`src/rtl/fefet_wv_ctrl_if.sv`:
```
// rtl/fefet_wv_ctrl_if.sv - request/response, array drive and sense signals of the write-verify sequencer
interface fefet_wv_ctrl_if #(
    parameter int ADDR_W = 6,
    parameter int LVL_W  = 4,
    parameter int AMP_W  = 6
);
    logic              req_valid;
    logic              req_ready;
    logic [ADDR_W-1:0] req_addr;
    logic              req_op;
    logic [LVL_W-1:0]  req_target;
    logic              rsp_valid;
    logic              rsp_ready;
    logic [1:0]        rsp_status;
    logic [4:0]        rsp_pulses;
    logic [ADDR_W-1:0] arr_addr;
    logic              arr_gate_en;
    logic              arr_gate_pol;
    logic [AMP_W-1:0]  arr_gate_amp;
    logic              arr_read_en;
    logic [LVL_W-1:0]  sense_code;
    logic              sense_valid;

    modport master (
        output req_valid, req_addr, req_op, req_target, rsp_ready, sense_code, sense_valid,
        input  req_ready, rsp_valid, rsp_status, rsp_pulses,
               arr_addr, arr_gate_en, arr_gate_pol, arr_gate_amp, arr_read_en
    );

    modport slave (
        input  req_valid, req_addr, req_op, req_target, rsp_ready, sense_code, sense_valid,
        output req_ready, rsp_valid, rsp_status, rsp_pulses,
               arr_addr, arr_gate_en, arr_gate_pol, arr_gate_amp, arr_read_en
    );
endinterface

```
`src/rtl/fefet_wv_ctrl.sv`:
```
// rtl/fefet_wv_ctrl.sv - FeFET write-verify sequencer: ISPP gate pulses with read-back after each pulse
module fefet_wv_ctrl #(
    parameter int ADDR_W       = 6,
    parameter int LVL_W        = 4,
    parameter int AMP_W        = 6,
    parameter int PULSE_CYC    = 8,
    parameter int SETTLE_CYC   = 4,
    parameter int READ_TIMEOUT = 16,
    parameter int MAX_PULSES   = 15,
    parameter int AMP_START    = 16,
    parameter int AMP_STEP     = 2,
    parameter int AMP_MAX      = 63
) (
    input  logic            clk,
    input  logic            rst,
    fefet_wv_ctrl_if.slave  bus
);
    localparam int CMAX_A = (PULSE_CYC > SETTLE_CYC) ? PULSE_CYC : SETTLE_CYC;
    localparam int CMAX   = (CMAX_A > READ_TIMEOUT) ? CMAX_A : READ_TIMEOUT;
    localparam int CNT_W  = $clog2(CMAX + 1);

    typedef enum logic [2:0] {IDLE, PULSE, SETTLE, READ, CHECK, RESP} state_t;

    state_t            state;
    logic [CNT_W-1:0]  cnt;
    logic              op_q;
    logic [LVL_W-1:0]  target_q;
    logic [LVL_W-1:0]  code_q;
    logic [AMP_W-1:0]  amp;
    logic [4:0]        pulses;

    logic              req_ready_q;
    logic              rsp_valid_q;
    logic [1:0]        rsp_status_q;
    logic [4:0]        rsp_pulses_q;
    logic [ADDR_W-1:0] arr_addr_q;
    logic              gate_en_q;
    logic              gate_pol_q;
    logic [AMP_W-1:0]  gate_amp_q;
    logic              read_en_q;

    logic [AMP_W:0]    amp_sum;
    logic [AMP_W-1:0]  amp_next;
    logic              pass;

    // Step is summed one bit wider so a carry past the DAC range still clamps to AMP_MAX.
    always_comb begin
        amp_sum  = {1'b0, amp} + (AMP_W+1)'(AMP_STEP);
        amp_next = (amp_sum > (AMP_W+1)'(AMP_MAX)) ? AMP_W'(AMP_MAX) : amp_sum[AMP_W-1:0];
        pass     = op_q ? (code_q <= target_q) : (code_q >= target_q);
    end

    always_ff @(posedge clk or posedge rst) begin
        if (rst) begin
            state        <= IDLE;
            cnt          <= '0;
            op_q         <= 1'b0;
            target_q     <= '0;
            code_q       <= '0;
            amp          <= '0;
            pulses       <= '0;
            req_ready_q  <= 1'b1;
            rsp_valid_q  <= 1'b0;
            rsp_status_q <= 2'b00;
            rsp_pulses_q <= '0;
            arr_addr_q   <= '0;
            gate_en_q    <= 1'b0;
            gate_pol_q   <= 1'b0;
            gate_amp_q   <= '0;
            read_en_q    <= 1'b0;
        end else begin
            case (state)
                IDLE: begin
                    if (bus.req_valid) begin
                        op_q        <= bus.req_op;
                        target_q    <= bus.req_target;
                        arr_addr_q  <= bus.req_addr;
                        amp         <= AMP_W'(AMP_START);
                        pulses      <= 5'd1;
                        cnt         <= '0;
                        req_ready_q <= 1'b0;
                        gate_en_q   <= 1'b1;
                        gate_pol_q  <= ~bus.req_op;
                        gate_amp_q  <= AMP_W'(AMP_START);
                        state       <= PULSE;
                    end
                end
                PULSE: begin
                    if (cnt == CNT_W'(PULSE_CYC - 1)) begin
                        cnt        <= '0;
                        gate_en_q  <= 1'b0;
                        gate_pol_q <= 1'b0;
                        gate_amp_q <= '0;
                        state      <= SETTLE;
                    end else begin
                        cnt <= cnt + 1'b1;
                    end
                end
                SETTLE: begin
                    if (cnt == CNT_W'(SETTLE_CYC - 1)) begin
                        cnt       <= '0;
                        read_en_q <= 1'b1;
                        state     <= READ;
                    end else begin
                        cnt <= cnt + 1'b1;
                    end
                end
                READ: begin
                    if (bus.sense_valid) begin
                        code_q    <= bus.sense_code;
                        read_en_q <= 1'b0;
                        state     <= CHECK;
                    end else if (cnt == CNT_W'(READ_TIMEOUT - 1)) begin
                        read_en_q    <= 1'b0;
                        rsp_status_q <= 2'b10;
                        rsp_pulses_q <= pulses;
                        rsp_valid_q  <= 1'b1;
                        state        <= RESP;
                    end else begin
                        cnt <= cnt + 1'b1;
                    end
                end
                CHECK: begin
                    if (pass || pulses == 5'(MAX_PULSES)) begin
                        rsp_status_q <= pass ? 2'b00 : 2'b01;
                        rsp_pulses_q <= pulses;
                        rsp_valid_q  <= 1'b1;
                        state        <= RESP;
                    end else begin
                        amp        <= amp_next;
                        pulses     <= pulses + 5'd1;
                        cnt        <= '0;
                        gate_en_q  <= 1'b1;
                        gate_pol_q <= ~op_q;
                        gate_amp_q <= amp_next;
                        state      <= PULSE;
                    end
                end
                RESP: begin
                    if (bus.rsp_ready) begin
                        rsp_valid_q <= 1'b0;
                        req_ready_q <= 1'b1;
                        state       <= IDLE;
                    end
                end
                default: state <= IDLE;
            endcase
        end
    end

    assign bus.req_ready    = req_ready_q;
    assign bus.rsp_valid    = rsp_valid_q;
    assign bus.rsp_status   = rsp_status_q;
    assign bus.rsp_pulses   = rsp_pulses_q;
    assign bus.arr_addr     = arr_addr_q;
    assign bus.arr_gate_en  = gate_en_q;
    assign bus.arr_gate_pol = gate_pol_q;
    assign bus.arr_gate_amp = gate_amp_q;
    assign bus.arr_read_en  = read_en_q;
endmodule
```
`src/flat_wrapper.sv`:
```
// flat-port wrapper written by rule: the top's interface ports become plain ports
module fefet_wv_ctrl_flat 
#(
    parameter int ADDR_W       = 6,
    parameter int LVL_W        = 4,
    parameter int AMP_W        = 6,
    parameter int PULSE_CYC    = 8,
    parameter int SETTLE_CYC   = 4,
    parameter int READ_TIMEOUT = 16,
    parameter int MAX_PULSES   = 15,
    parameter int AMP_START    = 16,
    parameter int AMP_STEP     = 2,
    parameter int AMP_MAX      = 63
)
  (clk, rst, bus_req_valid, bus_req_addr, bus_req_op, bus_req_target, bus_rsp_ready, bus_sense_code, bus_sense_valid, bus_req_ready, bus_rsp_valid, bus_rsp_status, bus_rsp_pulses, bus_arr_addr, bus_arr_gate_en, bus_arr_gate_pol, bus_arr_gate_amp, bus_arr_read_en);
  fefet_wv_ctrl_if #(.ADDR_W(ADDR_W), .LVL_W(LVL_W), .AMP_W(AMP_W)) bus_i ();
  input  logic clk;
  input  logic rst;
  input wire logic [$bits(bus_i.req_valid)-1:0] bus_req_valid;
  input wire logic [$bits(bus_i.req_addr)-1:0] bus_req_addr;
  input wire logic [$bits(bus_i.req_op)-1:0] bus_req_op;
  input wire logic [$bits(bus_i.req_target)-1:0] bus_req_target;
  input wire logic [$bits(bus_i.rsp_ready)-1:0] bus_rsp_ready;
  input wire logic [$bits(bus_i.sense_code)-1:0] bus_sense_code;
  input wire logic [$bits(bus_i.sense_valid)-1:0] bus_sense_valid;
  output wire logic [$bits(bus_i.req_ready)-1:0] bus_req_ready;
  output wire logic [$bits(bus_i.rsp_valid)-1:0] bus_rsp_valid;
  output wire logic [$bits(bus_i.rsp_status)-1:0] bus_rsp_status;
  output wire logic [$bits(bus_i.rsp_pulses)-1:0] bus_rsp_pulses;
  output wire logic [$bits(bus_i.arr_addr)-1:0] bus_arr_addr;
  output wire logic [$bits(bus_i.arr_gate_en)-1:0] bus_arr_gate_en;
  output wire logic [$bits(bus_i.arr_gate_pol)-1:0] bus_arr_gate_pol;
  output wire logic [$bits(bus_i.arr_gate_amp)-1:0] bus_arr_gate_amp;
  output wire logic [$bits(bus_i.arr_read_en)-1:0] bus_arr_read_en;
  assign bus_i.req_valid = bus_req_valid;
  assign bus_i.req_addr = bus_req_addr;
  assign bus_i.req_op = bus_req_op;
  assign bus_i.req_target = bus_req_target;
  assign bus_i.rsp_ready = bus_rsp_ready;
  assign bus_i.sense_code = bus_sense_code;
  assign bus_i.sense_valid = bus_sense_valid;
  assign bus_req_ready = bus_i.req_ready;
  assign bus_rsp_valid = bus_i.rsp_valid;
  assign bus_rsp_status = bus_i.rsp_status;
  assign bus_rsp_pulses = bus_i.rsp_pulses;
  assign bus_arr_addr = bus_i.arr_addr;
  assign bus_arr_gate_en = bus_i.arr_gate_en;
  assign bus_arr_gate_pol = bus_i.arr_gate_pol;
  assign bus_arr_gate_amp = bus_i.arr_gate_amp;
  assign bus_arr_read_en = bus_i.arr_read_en;
  fefet_wv_ctrl #(.ADDR_W(ADDR_W), .LVL_W(LVL_W), .AMP_W(AMP_W), .PULSE_CYC(PULSE_CYC), .SETTLE_CYC(SETTLE_CYC), .READ_TIMEOUT(READ_TIMEOUT), .MAX_PULSES(MAX_PULSES), .AMP_START(AMP_START), .AMP_STEP(AMP_STEP), .AMP_MAX(AMP_MAX)) u_core (.clk(clk), .rst(rst), .bus(bus_i));
endmodule
```
`config.mk`:
```
export PLATFORM = sky130hd
export DESIGN_NAME = fefet_wv_ctrl_flat
export DESIGN_NICKNAME = d
export VERILOG_FILES = /design/src/rtl/fefet_wv_ctrl_if.sv /design/src/rtl/fefet_wv_ctrl.sv /design/src/flat_wrapper.sv
export SDC_FILE = /design/constraint.sdc
export NUM_CORES = 1
export LEC_CHECK = 0
export BUFFER_PORTS_ARGS = -buffer_cell sky130_fd_sc_hd__buf_2
export CAP_MARGIN = 20
export CORE_ASPECT_RATIO = 0.6
export CORE_MARGIN = 5
export CORE_UTILIZATION = 56
export CTS_BUF_LIST = sky130_fd_sc_hd__clkbuf_8 sky130_fd_sc_hd__clkbuf_16
export DETAILED_ROUTE_END_ITERATION = 8
export PLACE_DENSITY_LB_ADDON = 0.12
export SYNTH_ARGS = -nofsm -noshare
export SYNTH_HDL_FRONTEND = slang
export SYNTH_SLANG_ARGS = --single-unit
```
`constraint.sdc`:
```
create_clock -name clk -period 2.4 [get_ports clk]
set_input_delay 0.24 -clock clk [delete_from_list [all_inputs] [get_ports clk]]
set_output_delay 0.24 -clock clk [all_outputs]
set_load 0.03 [all_outputs]
```
# Yosys cells after proc, flatten, opt, wreduce, memory -nomap -nowiden
# Index checks and enable logic that the tools add are counted.
[classes]
n_reduce_logical = 19
n_bitwise = 2
n_lt_le_gt_ge = 3
n_mux = 53
n_addsub = 3
n_eq_ne = 19
[ops]
columns = ["op", "n"]
rows = [
  ["$mux W5", 11],
  ["$pmux W5 S5", 1],
  ["$mux W6", 4],
  ["$mux W3", 7],
  ["$pmux W5 S2", 2],
  ["$pmux W3 S6", 1],
  ["$pmux W6 S3", 1],
  ["$mux W1", 16],
  ["$reduce_and A5 Y1", 3],
  ["$pmux W6 S2", 1],
  ["$add A5 B1 Y5 const B", 2],
  ["$eq A5 B4 Y1 const B", 2],
  ["$ne A2 B2 Y1 const B", 5],
  ["$pmux W1 S3", 3],
  ["$reduce_and A3 Y1", 3],
  ["$ne A2 B1 Y1 const B", 4],
  ["$reduce_and A4 Y1", 2],
  ["$reduce_bool A2 Y1", 4],
  ["$add A6 B2 Y7 const B", 1],
  ["$gt A7 B6 Y1 const B", 1],
  ["$eq A3 B2 Y1 const B", 2],
  ["$eq A3 B3 Y1 const B", 2],
  ["$mux W2", 3],
  ["$reduce_bool A3 Y1", 2],
  ["other kinds (13)", 16],
]
[totals]
word_cells = 115
register_bits = 52
output_inout_bits = 24

# Depth between registers and ports, before layout
[logic_depth]
word_depth = 5
ltp_mapped = 9

# Worst setup path after synthesis
# No wires, ideal clock.
[synth_path]
path_kind = "reg-to-reg"
from = "reg u_core.cnt[0]"
to = "reg u_core.cnt[3]"
period_less_slack_ns = 2.141
slack_ns = 0.259
required_ns = 2.334
t_arrival_ns = 2.076
path_buffers = 0
path_stages_with_launch = 10
path_cell_list = "dfrtp_1 ha_1 and3_1 ha_1 o211ai_1 o31ai_1 nor2_1 a21oi_2 or4_1 nand2_1"
[synth_via]
elab_chain_len = 4
elab_cells_between_ends = 11
classes_between = "add/sub (1); eq/ne (4); mux (5); reduce/logical (1)"
[synth_lines]
columns = ["element", "line", "source"]
rows = [
  ["from (decl)", "fefet_wv_ctrl.sv:25", "logic [CNT_W-1:0] cnt;"],
  ["from (signal assigned)", "fefet_wv_ctrl.sv:96", "cnt <= cnt + 1'b1;"],
  ["from (signal assigned)", "fefet_wv_ctrl.sv:105", "cnt <= cnt + 1'b1;"],
  ["from (signal assigned)", "fefet_wv_ctrl.sv:120", "cnt <= cnt + 1'b1;"],
  ["$add A5 B1 Y5", "fefet_wv_ctrl.sv:96, fefet_wv_ctrl.sv:105, fefet_wv_ctrl.sv:120", ""],
  ["$mux W5", "fefet_wv_ctrl.sv:113", "end else if (cnt == CNT_W'(READ_TIMEOUT - 1)) begin"],
  ["$mux W5", "fefet_wv_ctrl.sv:109", "if (bus.sense_valid) begin"],
  ["$pmux W5 S5", "fefet_wv_ctrl.sv:72", "case (state)"],
]
# Several ways; a longest one is shown, not always the timed one. The select of a mux whose other input is x is not followed.
# A chain may end at the register's enable or synchronous reset.

# Final worst setup path
[layout_path]
from = "reg u_core.code_q[3]"
to = "reg u_core.rsp_pulses_q[0], in the netlist u_core.bus.rsp_pulses[0]"
[layout_via]
elab_chain_len = 5
elab_cells_between_ends = 6
classes_between = "order compare (2); eq/ne (1); mux (1); reduce/logical (2)"
[layout_lines]
columns = ["element", "line", "source"]
rows = [
  ["from (decl)", "fefet_wv_ctrl.sv:28", "logic [LVL_W-1:0] code_q;"],
  ["from (signal assigned)", "fefet_wv_ctrl.sv:110", "code_q <= bus.sense_code;"],
  ["$ge A4 B4 Y1 / $le A4 B4 Y1 (equally long branches)", "fefet_wv_ctrl.sv:50", "pass = op_q ? (code_q <= target_q) : (code_q >= target_q);"],
  ["$mux W1 *", "fefet_wv_ctrl.sv:50", ""],
  ["$logic_or A1 B1 Y1 *", "fefet_wv_ctrl.sv:124", "if (pass || pulses == 5'(MAX_PULSES)) begin"],
  ["$ne A2 B1 Y1 (no line) *", "-", ""],
  ["$reduce_and A4 Y1 (no line) *", "-", ""],
  ["to (signal assigned)", "fefet_wv_ctrl.sv:116", "rsp_pulses_q <= pulses;"],
  ["to (signal assigned)", "fefet_wv_ctrl.sv:126", "rsp_pulses_q <= pulses;"],
  ["to (decl)", "fefet_wv_ctrl.sv:35", "logic [4:0] rsp_pulses_q;"],
]
# Mark *: on every way between the ends. The rest lies on a longest branch, timed or not.

==> key figures <==
Die
  • Number of cell rows: 19
  • Die Area: 6300 µm²
  • Top-level port count: 44
  • Die height: 63.5 µm
  • Starting Density: 0.583
  • Core area: 4590 µm²
  • Die Wd: 99.2 µm

STA
  • Clock Skews: 0.00963 ns
  • Final Hold Fails: 0
  • Min cycle time layout: 2.26 ns
  • RSZ-0062 raised after global routing: no
  • Tcrit/Tclk final: 0.944
  • Post-route setup TNS: 0 ns
  • Max_slew headroom: 0.613
  • Final setup margin: 0.135 ns
  • Final Max Slew Viols: 0
  • Slew @ Worst Pin: 0.580 ns
  • Final hold slack: 0.119 ns
  • Fmax achieved: 442 MHz
  • Setup Viol. Count Final: 0

Yosys
  • Async set-or-reset flop fraction in the synthesized netlist: 1.00
  • Area leader, netlist: dfrtp_1
  • Post-synth net total: 302
  • Synthesized area per cell: 9.83 µm²
  • Synth area leaders: dfrtp_1, nand2_1, ha_1, a21oi_1, mux2_4
  • Mapped cell area: 2680 µm²
  • Register area share after synthesis: 0.487
  • Synth cell types: 55
  • Ys flop type: dfrtp_1
  • #FFs+latches synth: 52
  • Share of the synthesized area in the top cell type: 0.477
  • Post-Synthesis Cells: 272
  • Post-synth EDFFs: 0
  • YS warnings: 0

Layout
  • Multi-input gate area: 1280 µm²
  • Inserted Diodes: 0
  • Area Overhead vs Synth: 16.5%
  • Post-route design area: 3120 µm²
  • Final Net Count: 350
  • Commonest non-fill, non-tap cell in the layout: nand2_1
  • Most frequent cells in the layout: nand2_1, dfrtp_1, buf_2, a21oi_1, o21ai_0
  • Fraction of layout cells with a size suffix above 1: 0.255
  • FILL cells: 374
  • Seq. cell area: 1300 µm²

Clock network
  • Clock transition at path regs: 0.09 ns
  • Clk root buf: clkbuf_8
  • Post-cts resize count: 0
  • CTS Sinks: 52
  • TritonCTS clock tree: yes
  • Clock Path Buffers: 2
  • Clk_lat worst skew: 0.31 ns
  • Num CTS Buffers: 5
  • H-tree depth: 2

GRT
  • Largest net degree at the start of global routing: 28
  • Global-route wire length before repair: 9.73 mm
  • Initial antenna violation count: 0
  • Vias in the first global route: 2,063
  • GRT Util Overall: 0.193
  • GR Overflow Total: 0

Critical path
  • Arrival time at the worst endpoint: 2.47 ns
  • Critical path peak fanout: 6
  • Reg2reg end: u_core.bus.rsp_pulses[0]
  • Worst path required time: 2.60 ns
  • Worst R2R Setup Slack: 0.14 ns
  • Crit Path Category: flip-flop to flip-flop
  • Worst r2r path cells: 7
  • Critical R2R Launch: u_core.code_q[3]
  • Crit path launch type: flip-flop
  • Worst setup EP type: flip-flop

Power
  • Leak Pwr: 1.60 nW
  • Pwr/cell area: 1160 nW/µm²
  • VDD IR-drop max: 0.740 mV

Detailed routing
  • DRT iter0 DRCs: 158
  • Vias: 2,136
  • Wire per inst: 15.1 µm
  • Vias per cell: 5.56
  • Pre-Repair DR Iteration Count: 4
  • # DRC: 0
  • Routed Antenna Nets: 0
  • Final WL: 5.81 mm

Worst hold path
  • Hold EP: u_core.bus.arr_addr[4]
  • Hold Path Depth: 3
  • Worst hold start: bus_req_addr[4]
  • Worst Hold Class: input port to flip-flop

Placement
  • Post-detail-place hpwl: 4.26 mm
  • DP Area: 2990 µm²
  • Final GP Congestion: 0.800
  • IO Port Bufs: 43
  • Pre-CTS WS: 0.144 ns

Run status
  • Status: finished, final reports clean

Run
  • Number of max-cap violations: 0
[cells in the mapped netlist (2+ instances only)]
cell / count
nand3b_1: 2
buf_1: 2
mux2_2: 5
o21ai_0: 15
nor2b_1: 4
dfrtp_1: 51
and3_1: 5
nor3_1: 5
nor2_1: 11
clkbuf_1: 6
o22ai_1: 2
ha_1: 10
a21o_2: 2
and2_1: 2
and2_4: 2
nand2_1: 52
inv_1: 12
a21o_1: 7
o21a_1: 2
xnor2_1: 2
mux2_4: 5
mux2i_1: 2
nand3_1: 9
buf_2: 2
or3_1: 2
o31ai_1: 3
nand2b_1: 2
nand4b_1: 2
a21oi_1: 20
[worst max-delay path, stage by stage (launching register included)]
cell and delay (ns):
dfrtp_1 0.40, ha_1 0.35, a21o_1 0.19, or2_4 0.23
o211ai_4 0.22, nand2_1 0.15, a21o_2 0.31, mux2_4 0.31
[kinds of logic after synthesis]
family / Yosys count / share of synthesized area
flops: 52 / 0.487
xor+xnor: 3 / 0.00982
fa+ha+maj: 10 / 0.0468
compound gates: 66 / 0.167
simple gates: 106 / 0.199
buf+inv: 23 / 0.0346
mux: 12 / 0.0566
[report_power, final]
| group | switching [mW] | internal [mW] | total [mW] |
|---|---|---|---|
| Clock | 0.287 | 0.309 | 0.595 |
| Combinational | 0.963 | 0.639 | 1.60 |
| Sequential | 0.243 | 1.17 | 1.41 |
| Total | 1.49 | 2.11 | 3.61 |
[worst max-delay path by stage]
stage	from	to	slack, ns	cells past startpoint
final	u_core.code_q[3]	u_core.bus.rsp_pulses[0]	0.14	7
after global routing	u_core.code_q[3]	u_core.pulses[3]	0.05	7
after CTS	u_core.code_q[3]	u_core.bus.rsp_pulses[0]	0.14	7
after detailed placement	u_core.cnt[0]	u_core.cnt[3]	0.14	9
after global placement	u_core.code_q[3]	u_core.bus.rsp_pulses[1]	0.20	7
after floorplan	u_core.cnt[0]	u_core.cnt[3]	0.26	9
[flip-flops by register name (all words and copies together) (netlist names)]
name,cells
u_core.code_q,4
u_core.pulses,5
u_core.op_q,1
u_core.state,3
u_core.bus.rsp_pulses,5
u_core.bus.arr_gate_amp,6
u_core.cnt,5
u_core.bus.rsp_valid,1
u_core.bus.arr_addr,6
u_core.target_q,4
u_core.bus.req_ready,1
u_core.bus.arr_gate_en,1
u_core.bus.arr_gate_pol,1
u_core.bus.arr_read_en,1
u_core.amp,6
u_core.bus.rsp_status,2
[area by class of cell]
cell class | instances | share of cell area
Tap cell | 63 | 0.0253
Inverter | 12 | 0.0145
Timing Repair Buffer | 52 | 0.0956
Clock inverter | 3 | 0.0137
Sequential cell | 52 | 0.418
Clock buffer | 5 | 0.0221
Multi-Input combinational cell | 197 | 0.411
[per-layer routing]
metal / part of all wire / vias to the layer above / wire length, µm / track usage
met2: 0.40 / 83 / 2340 / 0.275
met4: 0.0059 / 0 / 34 / 0.0460
li1: - / 1046 / - / -
met1: 0.50 / 1003 / 2880 / 0.284
met3: 0.094 / 4 / 544 / 0.0606
met5: 0 / - / 0 / 0
[through the flow]
stage | cells | power [mW] | util
finish | 384 | 3.61 | 0.679
global route | 384 | 3.86 | 0.679
CTS | 384 | 3.63 | 0.679
detailed placement | 375 | 3.03 | 0.653
global placement | 375 | 2.98 | 0.653
floorplan | 272 | 2.59 | -
[timing repair]
item,4_1_cts,5_1_grt
buffers inserted,0,0
endpoints found under the hold margin,7,0
hold buffers,1,0
(Power assumes the default switching activity.)
